### config.mk
export PLATFORM = sky130hd
export DESIGN_NAME = dual_num_count_date_flat
export DESIGN_NICKNAME = d
export VERILOG_FILES = /design/src/rtl/dual_num_count_date_pkg.sv /design/src/rtl/dual_num_count_date_if.sv /design/src/rtl/dual_num_count_date_days_in_month.sv /design/src/rtl/dual_num_count_date.sv /design/src/flat_wrapper.sv
export SDC_FILE = /design/constraint.sdc
export NUM_CORES = 1
export LEC_CHECK = 0
export CAP_MARGIN = 20
export CORE_UTILIZATION = 40
export CTS_CLUSTER_DIAMETER = 120
export DETAILED_ROUTE_END_ITERATION = 8
export PLACE_DENSITY = 0.6
export SYNTH_ARGS = -nofsm -noshare
export SYNTH_HDL_FRONTEND = slang
export SYNTH_HIERARCHICAL = 1
export SYNTH_SLANG_ARGS = --single-unit
### constraint.sdc
create_clock -name I_SYS_CLK -period 5.4 [get_ports I_SYS_CLK]
set_clock_uncertainty 0.05 [all_clocks]
set_input_delay 1.08 -clock I_SYS_CLK [delete_from_list [all_inputs] [get_ports I_SYS_CLK]]
set_output_delay 1.08 -clock I_SYS_CLK [all_outputs]
set_load 0.05 [all_outputs]
### src/rtl/dual_num_count_date_pkg.sv
// dual_num_count_date_pkg: shared calendar constants, adjust-select codes and BCD helpers
package dual_num_count_date_pkg;
  typedef logic [3:0] bcd_t;
  localparam logic [7:0] MON_LEN_31 = 8'h31;
  localparam logic [7:0] MON_LEN_30 = 8'h30;
  localparam logic [7:0] MON_LEN_FEB = 8'h28;
  localparam logic [7:0] MON_LEN_FEB_LEAP = 8'h29;
  localparam logic [1:0] SEL_DAY = 2'b00;
  localparam logic [1:0] SEL_MON = 2'b01;
  function automatic logic [7:0] bcd_inc(input logic [7:0] v);
    return v[3:0] == 4'd9 ? {v[7:4] + 4'd1, 4'd0} : {v[7:4], v[3:0] + 4'd1};
  endfunction
  function automatic logic [7:0] bcd_dec(input logic [7:0] v);
    return v[3:0] == 4'd0 ? {v[7:4] - 4'd1, 4'd9} : {v[7:4], v[3:0] - 4'd1};
  endfunction
  function automatic logic [7:0] bin2bcd(input int v);
    return {4'(v / 10), 4'(v % 10)};
  endfunction
endpackage

### src/rtl/dual_num_count_date_if.sv
// dual_num_count_date_if: adjust/trigger/year inputs and BCD date outputs of the date stage
interface dual_num_count_date_if;
  import dual_num_count_date_pkg::*;
  logic I_ADJ_UP;
  logic I_ADJ_DOWN;
  logic [1:0] I_ADJ_SEL;
  logic I_TRIG_F;
  bcd_t I_YEARA;
  bcd_t I_YEARB;
  logic O_TRIG_F;
  bcd_t O_DAYA;
  bcd_t O_DAYB;
  bcd_t O_MONA;
  bcd_t O_MONB;
  modport master (output I_ADJ_UP, I_ADJ_DOWN, I_ADJ_SEL, I_TRIG_F, I_YEARA, I_YEARB,
                  input O_TRIG_F, O_DAYA, O_DAYB, O_MONA, O_MONB);
  modport slave (input I_ADJ_UP, I_ADJ_DOWN, I_ADJ_SEL, I_TRIG_F, I_YEARA, I_YEARB,
                 output O_TRIG_F, O_DAYA, O_DAYB, O_MONA, O_MONB);
endinterface

### src/rtl/dual_num_count_date_days_in_month.sv
// date_days_in_month: BCD month length; Feb leap handling enabled by DUAL_NUM_COUNT_DATE_LEAP_EN
module date_days_in_month
  import dual_num_count_date_pkg::*;
(
  input  bcd_t mon_b,
  input  bcd_t mon_a,
  input  bcd_t year_b,
  input  bcd_t year_a,
  output bcd_t max_b,
  output bcd_t max_a
);
  logic leap;
  logic [7:0] mon;
`ifdef DUAL_NUM_COUNT_DATE_LEAP_EN
  // divisible by 4 in BCD: even tens with units 0/4/8, odd tens with units 2/6
  assign leap = year_b <= 4'd9 && (year_b[0] ? (year_a == 4'd2 || year_a == 4'd6)
                                             : (year_a == 4'd0 || year_a == 4'd4 || year_a == 4'd8));
`else
  logic unused_year;
  assign leap = 1'b0;
  assign unused_year = ^{year_b, year_a};
`endif
  assign mon = {mon_b, mon_a};
  assign {max_b, max_a} = mon == 8'h02 ? (leap ? MON_LEN_FEB_LEAP : MON_LEN_FEB) :
                          (mon == 8'h04 || mon == 8'h06 || mon == 8'h09 || mon == 8'h11) ? MON_LEN_30 : MON_LEN_31;
endmodule

### src/rtl/dual_num_count_date.sv
// dual_num_count_date: BCD day/month counter with day-carry input, year-carry pulse and manual adjust
module dual_num_count_date
  import dual_num_count_date_pkg::*;
#(
  parameter int PAR_DAY_RST = 1,
  parameter int PAR_MON_RST = 1
) (
  input logic I_SYS_CLK,
  input logic I_EXT_RST,
  dual_num_count_date_if.slave bus
);
  logic [7:0] day, mon, cur_max, tgt_max, mon_up, mon_dn, mon_tgt, day_up, day_dn;
  logic trig_q, adj, at_end;
  assign adj = bus.I_ADJ_UP | bus.I_ADJ_DOWN;
  assign at_end = day >= cur_max;
  assign mon_up = mon == 8'h12 ? 8'h01 : bcd_inc(mon);
  assign mon_dn = mon == 8'h01 ? 8'h12 : bcd_dec(mon);
  assign mon_tgt = bus.I_ADJ_UP ? mon_up : mon_dn;
  assign day_up = at_end ? 8'h01 : bcd_inc(day);
  assign day_dn = (day == 8'h01 || day > cur_max) ? cur_max : bcd_dec(day);
  date_days_in_month u_cur (
    .mon_b(mon[7:4]), .mon_a(mon[3:0]), .year_b(bus.I_YEARB), .year_a(bus.I_YEARA),
    .max_b(cur_max[7:4]), .max_a(cur_max[3:0])
  );
  // length of the month an adjust would move to, for clamping the day
  date_days_in_month u_tgt (
    .mon_b(mon_tgt[7:4]), .mon_a(mon_tgt[3:0]), .year_b(bus.I_YEARB), .year_a(bus.I_YEARA),
    .max_b(tgt_max[7:4]), .max_a(tgt_max[3:0])
  );
  always_ff @(posedge I_SYS_CLK or posedge I_EXT_RST) begin
    if (I_EXT_RST) begin
      day <= bin2bcd(PAR_DAY_RST);
      mon <= bin2bcd(PAR_MON_RST);
      trig_q <= 1'b0;
    end else begin
      trig_q <= 1'b0;
      if (adj) begin
        if (bus.I_ADJ_SEL == SEL_DAY) day <= bus.I_ADJ_UP ? day_up : day_dn;
        else if (bus.I_ADJ_SEL == SEL_MON) begin
          mon <= mon_tgt;
          if (day > tgt_max) day <= tgt_max;
        end
      end else if (bus.I_TRIG_F) begin
        day <= day_up;
        if (at_end) mon <= mon_up;
        trig_q <= at_end && mon == 8'h12;
      end
    end
  end
  assign bus.O_TRIG_F = trig_q;
  assign {bus.O_DAYB, bus.O_DAYA} = day;
  assign {bus.O_MONB, bus.O_MONA} = mon;
endmodule

### src/flat_wrapper.sv
// flat-port wrapper written by rule: the top's interface ports become plain ports
module dual_num_count_date_flat import dual_num_count_date_pkg::*;
#(
  parameter int PAR_DAY_RST = 1,
  parameter int PAR_MON_RST = 1
)
  (I_SYS_CLK, I_EXT_RST, bus_I_ADJ_UP, bus_I_ADJ_DOWN, bus_I_ADJ_SEL, bus_I_TRIG_F, bus_I_YEARA, bus_I_YEARB, bus_O_TRIG_F, bus_O_DAYA, bus_O_DAYB, bus_O_MONA, bus_O_MONB);
  dual_num_count_date_if bus_i ();
  input logic I_SYS_CLK;
  input logic I_EXT_RST;
  input wire logic [$bits(bus_i.I_ADJ_UP)-1:0] bus_I_ADJ_UP;
  input wire logic [$bits(bus_i.I_ADJ_DOWN)-1:0] bus_I_ADJ_DOWN;
  input wire logic [$bits(bus_i.I_ADJ_SEL)-1:0] bus_I_ADJ_SEL;
  input wire logic [$bits(bus_i.I_TRIG_F)-1:0] bus_I_TRIG_F;
  input wire logic [$bits(bus_i.I_YEARA)-1:0] bus_I_YEARA;
  input wire logic [$bits(bus_i.I_YEARB)-1:0] bus_I_YEARB;
  output wire logic [$bits(bus_i.O_TRIG_F)-1:0] bus_O_TRIG_F;
  output wire logic [$bits(bus_i.O_DAYA)-1:0] bus_O_DAYA;
  output wire logic [$bits(bus_i.O_DAYB)-1:0] bus_O_DAYB;
  output wire logic [$bits(bus_i.O_MONA)-1:0] bus_O_MONA;
  output wire logic [$bits(bus_i.O_MONB)-1:0] bus_O_MONB;
  assign bus_i.I_ADJ_UP = bus_I_ADJ_UP;
  assign bus_i.I_ADJ_DOWN = bus_I_ADJ_DOWN;
  assign bus_i.I_ADJ_SEL = bus_I_ADJ_SEL;
  assign bus_i.I_TRIG_F = bus_I_TRIG_F;
  assign bus_i.I_YEARA = bus_I_YEARA;
  assign bus_i.I_YEARB = bus_I_YEARB;
  assign bus_O_TRIG_F = bus_i.O_TRIG_F;
  assign bus_O_DAYA = bus_i.O_DAYA;
  assign bus_O_DAYB = bus_i.O_DAYB;
  assign bus_O_MONA = bus_i.O_MONA;
  assign bus_O_MONB = bus_i.O_MONB;
  dual_num_count_date #(.PAR_DAY_RST(PAR_DAY_RST), .PAR_MON_RST(PAR_MON_RST)) u_core (.I_SYS_CLK(I_SYS_CLK), .I_EXT_RST(I_EXT_RST), .bus(bus_i));
endmodule
==> out/metrics.yaml <==
critical_path:
  rr_worst_depth: 16
  ff2ff_setup_slack_ns: 0.98
  critPathRequiredTime_ns: 5.49
  path_buf_inv: 4
  worstPathMaxFanout: 9
  cp_slowest_cell: "clkdlybuf4s50_1"
  cp-start-kind: "input pin"
  cp-end-kind: "register"
  path_delay_family: "compound AO/OA/AOI/OAI gates"
  cp_num_cells: 15
  rr_endpoint: "u_core/day[4]"
  worstSetupPathType: "in -> reg"
  r2r-start: "u_core/mon[0]"
  crit_chain: "clkdlybuf4s50_1 > a41o_1 > o311a_1 > nor3_1 > nand4b_1 > inv_1 > inv_1 > ha_1 > nand4_1 > nor2_1 > a211oi_1 > o32ai_1 > buf_4 > a21o_1 > o32ai_1"
  cpPeakStageDelay_ns: 0.57
  cp.arrival_ns: 4.64
routing:
  firstDrtPassIters: 4
  drc_errors: 0
  drt_iter0_markers: 154
  routed_wl_um: 7170
  dr_total_vias: 2569
  avgRoutedWirePerCell_um: 16.3
  ant_nets: 0
  viasPerCell: 5.83
finish:
  insertedDiodeCount: 0
  area_growth_pct: 12.3
  drive_above_1_share: 0.0792
  final_nets: 408
  instances_no_fill: 441
  fillers: 615
global_route:
  grt_antenna_before_repair: 0
  grt-ovfl-total: 0
  met2_usage: 0.354
  grt.total_usage: 0.230
  grt_pass1_wl_um: 11900
  grt_max_degree: 18
  met1_usage: 0.344
  grt_pass1_vias: 2369
  use_met3: 0.0344
  busiest_layer: "met2"
floorplanning:
  ios: 32
  initial_core_util: 0.424
  core-area_um2: 6030
  rows: 28
  die_w_um: 81.9
  dieArea_um2: 6710
  die_y_um: 81.9
power_and_ir_drop:
  power_uw: 1690
  p_switching_uw: 970
  p_clk_frac: 0.060
  power_density_nw_per_um2: 590
  switching_share: 0.573
  seq_power_share: 0.214
  ir_worst_vdd_v: 0.000342
  power.leakage_uw: 0.00122
  p_int_uw: 723
  combPwrFrac: 0.726
logic_synthesis:
  async_flop_share: 1.00
  mappedNetlistArea_um2: 2560
  yosys-top-cells-count: "nand2_1 (32), nor2_1 (30), a21oi_1 (27), ha_1 (26), inv_1 (26)"
  yosys.area.top_type: "dfrtp_1"
  synth_ff_type: "dfrtp_1"
  yosysSeqAreaShare: 0.167
  synth.distinct_cells: 63
  ys_warn_count: 6
  synth_seq_cells: 17
  yosysMostFrequentCell: "nand2_1"
  synth_cells: 350
  synth.area.top_cells: "dfrtp_1 (15%), ha_1 (13%), a21oi_1 (5.3%)"
  synth_edf_count: 0
  netlist.area_leader.share: 0.147
  syn_avg_cell_area_um2: 7.30
placement:
  portBuffers: 23
  hpwlAfterDp_um: 5360
  dpl.cell_count: 437
  gp_congestion: 0.846
clock_network:
  tritoncts: "built"
  cts_hold_buf: 0
  cts_num_sinks: 17
  cts_buffers: 3
  cts_setup_buffers: 0
  cts_buffer_depth: 2
  clk_pin_slew_ns: 0.08
  htreeDepth: 1
  root_buffer: "clkbuf_8"
  clock_latency_ns: 0.26
  cts_resized: 0
min_path:
  hold_depth: 2
  hold_start: "u_core/day[0]"
  min_path_type: "reg -> reg"
  min_to: "u_core/day[0]"
run_status:
  outcome: "finished, final reports clean"
run:
  cap_viol_max_count: 0
sta:
  slew_viol_final: 0
  whs_ns: 0.520
  hold_viol: 0
  post-route-min-period_ns: 4.55
  worstMarginPinSlew_ns: 0.967
  fin_setup_tns_ns: 0
  clock.fmax_ghz: 0.220
  slew_headroom: 0.352
  fin_crit_sh: 0.843
  rsz0062_at_grt: "false"
  setup_viol: 0
==> layout by cell type, fill, tap and decap left out, types with 3 or more instances in the layout <==
master           Yosys  layout
a211oi_1             5       5
a21o_1               3       3
a21oi_1             27      27
a22o_1               3       3
a32oi_1              3       3
buf_4               10       7
clkbuf_8             0       3
clkdlybuf4s50_1      0      23
conb_1               4      10
dfrtp_1             15      15
ha_1                26      26
inv_1               26      26
inv_2                4       4
nand2_1             32      32
nand2b_1             5       5
nand3_1              5       5
nand4_1              7       7
nand4b_1             3       3
nor2_1              30      30
nor2b_1              4       4
nor3_1              15      15
nor3_2               3       3
o211ai_1             9       9
o21a_1               5       5
o21ai_0              5       5
o21ai_1              9       9
o22ai_1              5       5
o31ai_1              6       6
o32ai_1              5       5
or3_1                6       6
or4_1                3       3
xnor2_1              8       8
==> layout make-up <==
class,count,area [µm²],share of cell area
flip-flops and latches,17,428,0.149
well taps,75,93.8,0.0327
multi-input cells,285,1910,0.665
inverters,30,113,0.0392
clock buffers,4,45.0,0.0157
repair buffers,30,283,0.0985
==> cells by family after synthesis <==
kind of cell,Yosys count,share of synthesized area
buf+inv,54,0.0950
simple gates,132,0.280
other cells,4,0.00587
compound gates,103,0.274
flops,17,0.167
mux,4,0.0166
fa+ha+maj,26,0.127
xor+xnor,10,0.0343
==> worst min-delay path: stages (launching register included) <==
cell and delay (ns):
dfstp_2 0.42, nand2_1 0.07, o211ai_1 0.07
==> per-layer routing <==
metal	share of wire	routed length, µm	vias to the layer above
li1	-	-	1306
met5	0	0	-
met2	0.45	3220	66
met1	0.49	3480	1193
met3	0.062	445	4
met4	0.0036	26	0
==> registers in the layout, summed over array words and instances (netlist names) <==
register,count
u_core/day,8
u_core/mon,8
u_core/bus.O_TRIG_F,1
==> how the worst max path moves through the flow <==
stage                  startpoint             to  slack, ns
floorplan           u_core/mon[3]  u_core/day[7]       1.18
CTS                  bus_I_ADJ_UP  u_core/day[4]       0.83
global route         bus_I_ADJ_UP  u_core/day[4]       0.47
global placement     bus_I_ADJ_UP  u_core/day[4]       0.59
detailed placement   bus_I_ADJ_UP  u_core/day[4]       0.57
finish               bus_I_ADJ_UP  u_core/day[4]       0.85
==> power groups by stage <==
| stage | Clock, µW | Combinational [µW] | Sequential, µW |
|---|---|---|---|
| 3_5_place_dp | 0 | 1210 | 368 |
| 5_1_grt | 110 | 1360 | 383 |
| 3_3_place_gp | 0 | 1200 | 365 |
| 4_1_cts | 104 | 1220 | 367 |
| 6_report | 101 | 1230 | 363 |
| 2_1_floorplan | 0 | 759 | 487 |
==> through the flow <==
step	area [µm²]	util	setup slack [ns]
after floorplan	2580	-	1.18
after global placement	2830	0.469	0.586
after detailed placement	2830	0.469	0.566
after CTS	2870	0.476	0.834
after global routing	2870	0.476	0.474
final	2870	0.476	0.846
Note: power is estimated with default switching activity, not from simulation.
